==> config.mk <==
export PLATFORM = sky130hd
export DESIGN_NAME = data_format_out
export DESIGN_NICKNAME = d
export VERILOG_FILES = /design/src/rtl/data_format_out.sv
export SDC_FILE = /design/constraint.sdc
export NUM_CORES = 1
export LEC_CHECK = 0
export CORE_ASPECT_RATIO = 1.75
export CORE_MARGIN = 2
export CORE_UTILIZATION = 54
export DETAILED_ROUTE_END_ITERATION = 10
export PLACE_DENSITY = 0.92
export SLEW_MARGIN = 15
export SYNTH_ARGS = -nofsm -noshare
export SYNTH_HDL_FRONTEND = slang
export SYNTH_SLANG_ARGS = --single-unit
==> constraint.sdc <==
create_clock -name clk -period 3.1 [get_ports clk]
set_input_delay 0.465 -clock clk [delete_from_list [all_inputs] [get_ports clk]]
set_output_delay 0.465 -clock clk [all_outputs]
set_load 0.005 [all_outputs]
==> src/rtl/data_format_out.sv <==
// Wide-to-narrow word formatter for the DDR2 read path: each accepted wide word
// is emitted as DO_WIDTH lanes, highest valid lane first, with a registered output.
module data_format_out #(
  parameter  int DI_WIDTH = 64,
  parameter  int DO_WIDTH = 32,
  localparam int RATIO    = DI_WIDTH / DO_WIDTH,
  localparam int NW_W     = $clog2(RATIO)
) (
  input  logic                clk,
  input  logic                reset,
  input  logic [DI_WIDTH-1:0] din,
  input  logic                din_valid,
  input  logic [NW_W-1:0]     din_nwords,
  output logic                din_ready,
  output logic [DO_WIDTH-1:0] dout,
  output logic                dout_vd,
  input  logic                dout_ready,
  output logic                busy
);

  typedef enum logic {EMPTY, SHIFT} state_t;

  state_t              state_q, state_d;
  logic [NW_W:0]       rem_q, rem_d;
  logic [DI_WIDTH-1:0] word_q, word_d;
  logic [DO_WIDTH-1:0] dout_q, dout_d;
  logic                vd_q, vd_d;

  logic                in_xfer, out_xfer;
  logic [NW_W-1:0]     top_lane;
  logic [NW_W:0]       n_in, rem_dec;

  function automatic logic [DO_WIDTH-1:0] lane_sel(input logic [DI_WIDTH-1:0] w,
                                                   input logic [NW_W-1:0]     k);
    lane_sel = w[k*DO_WIDTH +: DO_WIDTH];
  endfunction

  // din_nwords == 0 wraps to RATIO-1, which is exactly the top lane of a full word
  assign top_lane = din_nwords - NW_W'(1);
  assign n_in     = (din_nwords == '0) ? (NW_W+1)'(RATIO) : {1'b0, din_nwords};
  assign rem_dec  = rem_q - (NW_W+1)'(1);
  assign in_xfer  = din_valid & din_ready;
  assign out_xfer = vd_q & dout_ready;

  always_ff @(posedge clk) begin
    if (reset) begin
      state_q <= EMPTY;
      rem_q   <= '0;
      word_q  <= '0;
      dout_q  <= '0;
      vd_q    <= 1'b0;
    end else begin
      state_q <= state_d;
      rem_q   <= rem_d;
      word_q  <= word_d;
      dout_q  <= dout_d;
      vd_q    <= vd_d;
    end
  end

  // An input transfer in SHIFT implies the last lane is leaving this cycle.
  always_comb begin
    state_d = state_q;
    rem_d   = rem_q;
    word_d  = word_q;
    dout_d  = dout_q;
    vd_d    = vd_q;
    if (in_xfer) begin
      state_d = SHIFT;
      rem_d   = n_in;
      word_d  = din;
      dout_d  = lane_sel(din, top_lane);
      vd_d    = 1'b1;
    end else if (state_q == SHIFT && out_xfer) begin
      if (rem_q > (NW_W+1)'(1)) begin
        rem_d  = rem_dec;
        dout_d = lane_sel(word_q, rem_dec[NW_W-1:0] - NW_W'(1));
      end else begin
        state_d = EMPTY;
        rem_d   = '0;
        word_d  = '0;
        dout_d  = '0;
        vd_d    = 1'b0;
      end
    end
  end

  always_comb begin
    din_ready = 1'b0;
    if (!reset) begin
      din_ready = (state_q == EMPTY) || (rem_q == (NW_W+1)'(1) && dout_ready);
    end
    busy = (state_q == SHIFT);
  end

  assign dout    = dout_q;
  assign dout_vd = vd_q;

endmodule

==> impl_metrics.ini <==
[outcome]
status = complete, no violations

[clock_tree]
cts_sinks = 99
clk_pin_slew_ns = 0.07
htreeDepth = 3
cts_root_buf = clkbuf_16
clockBufferDepth = 2
ctsHoldBuffers = 0
cts_made_buffers = 9
clk_latency_ns = 0.35
cts_setup_buffers = 0
cts-resized-gates = 0
cts_tree = yes

[drt]
viasPerCell = 6.16
dr_total_vias = 4254
routed_wl_um = 12900
wl_per_cell_um = 18.7
drc = 0
ant_nets = 0
dr.pass1.iters = 6
drt_iter0_drc = 455

[critical_path]
path_class = input port to output port
path_delay_family = buffers and inverters
cp_cell_sequence = clkdlybuf4s50_1 > nor2b_1 > a21oi_1 > nor2_1 > clkdlybuf4s50_1
cp.buffers_inverters = 2
worstPathArrival_ns = 2.17
rr_worst_depth = 4
critPathMaxFanout = 9
crit_path_end_kind = output port
reg2reg_to = word_q[40]$_SDFFE_PP0P_
rr_startpoint = dout_vd$_SDFFE_PP0P_
cp_slowest_stage_delay_ns = 0.66
start_kind = input port
cpMaxStageDelayCell = clkdlybuf4s50_1
cp.required_ns = 2.63
path_common_cell = clkdlybuf4s50_1
reg2reg_setup_slack_ns = 1.11

[synthesis]
syn_inst = 499
ys_seq_area_share_pct = 42.7
synth_area_um2 = 4650
yosysWarnings = 0
yosysUniqueCellTypes = 29
postSynthRegisterBits = 99
syn_nets = 568
syn_area_per_cell_um2 = 9.31

[floorplanning]
io_pins = 104
start_util_pct = 55.9
dieArea_um2 = 9390
die_h_um = 127
fp.dieW_um = 74.1
num_rows = 44
coreArea_um2 = 8310

[global_route]
grt_pass1_vias = 4409
grt_util_all_layers_pct = 28.2
grt_pass1_wl_um = 20700
antenna_found_initial = 0
grt_max_degree = 55
grt_remaining_overflow = 0

[power_and_ir_drop]
ir_worst_vdd_v = 0.000420
power_leakage_uw = 0.00201
power.density_nw_per_um2 = 513

[final_layout]
area_delta_synth_final_pct = 26.6
final_cell_count_no_fill = 691
drive_gt1_share_pct = 13.7
fillers = 613
nNetsFinal = 640
final_cell_mix = clkdlybuf4s50_1 (101), dfxtp_1 (98), o21ai_0 (66), a21oi_1 (65), nand3_1 (55)
postLayoutCellArea_um2 = 5880
layout.cells.most_common = clkdlybuf4s50_1
antenna-diode-count = 0
fin_util_pct = 70.7

[timing]
maxSlewHeadroom_pct = 37.9
post-route-min-period_ns = 2.63
setup_tns_ns = 0
post-route-period-util_pct = 85.0
hold_viol_final = 0
finalMaxSlewViolations = 0
fin_skew_ns = 0.00815
tightest_slew_ns = 0.932
clock.fmax_mhz = 380
rsz0062_at_grt = no
setup_violations = 0

[job]
cap_violations = 0

[hold_path]
hold_path_end = word_q[52]$_SDFFE_PP0P_
hold_depth = 2
holdCritStartpoint = word_q[52]$_SDFFE_PP0P_
hold_path.class = flip-flop to flip-flop

[placed_design]
place_area_um2 = 5600
place_inst = 675
port_buffers = 103
place_congestion = 0.791
place.detailed.hpwl_um = 8320
## metrics by stage
| step | hold WS, ns | power, uW | worst slack [ns] |
|---|---|---|---|
| 6_report | 0.463 | 3020 | 0.465 |
| 3_5_place_dp | 0.455 | 1980 | 0.471 |
| 4_1_cts | 0.464 | 3010 | 0.467 |
| 3_3_place_gp | 0.446 | 1950 | 0.474 |
| 2_1_floorplan | 0.439 | 1750 | 1.57 |
| 5_1_grt | 0.475 | 3130 | 0.370 |
## cell families after synthesis
group / Yosys count / synth area share, %
multiplexers: 64 / 14.7
buffers and inverters: 57 / 7.86
AND/OR/NAND/NOR: 111 / 12.8
AO/OA/AOI/OAI: 168 / 22.0
flip-flops: 99 / 42.7
## per-layer routing
layer | share of wire, % | vias up | GRT usage (%)
met5 | 0 | - | 0
met4 | 3.5 | 0 | 14.5
met3 | 5.5 | 46 | 5.16
met2 | 54 | 206 | 49.5
met1 | 37 | 2018 | 31.3
li1 | - | 1984 | -
## tightest hold or removal path: cells and delay by family (launching register included)
family	cells	cell delay, ns
AO/OA/AOI/OAI	1	0.05
AND/OR/NAND/NOR	1	0.05
flip-flops	1	0.32
## power by group
group	switching [uW]	internal, uW	total, uW
combinational	244	281	525
sequential	66.8	1370	1440
clock	488	567	1050
## registers in the layout, indices dropped and copies added, names as in the netlist
register,cells
word_q,64
dout_vd,1
rem_q,2
dout,32
## worst max-delay path by stage
stage               startpoint                    end  slack [ns]  cells after the start
global route        dout_ready              din_ready        0.37                      5
CTS                 dout_ready              din_ready        0.47                      5
finish              dout_ready              din_ready        0.47                      5
floorplan           din_nwords  dout[10]$_SDFFE_PP0P_        1.57                      4
detailed placement  dout_ready              din_ready        0.47                      5
global placement    dout_ready              din_ready        0.47                      5
## area by class of cell
type | instances | area, um2 | share of cell area, %
Clock inverter | 5 | 36.3 | 0.617
Tap cell | 115 | 144 | 2.45
Inverter | 1 | 3.75 | 0.0638
Clock buffer | 11 | 243 | 4.13
Multi-Input combinational cell | 343 | 2320 | 39.4
Timing Repair Buffer | 117 | 1150 | 19.6
Sequential cell | 99 | 1980 | 33.7
## cells in the mapped netlist (all sizes together)
master   n  area (um2)
or3b     1        8.76
a211oi   1        12.5
nand3   65         375
nor2b    3        21.3
nand4b   1        8.76
buf     42         309
nand3b   3        22.5
a221o   32         320
mux2i   32         320
a31oi    1        6.26
mux2    32         360
o21ai   66         330
clkbuf  14        52.6
inv      1        3.75
o32ai    1        8.76
and4b    1        10.0
nand2b   1        6.26
nor3b    1        7.51
dfxtp   99        1980
a21oi   66         334
a22o     1        8.76
and3b    1        8.76
nor2    34         128
No activity file was read; power rests on OpenSTA's default activity.
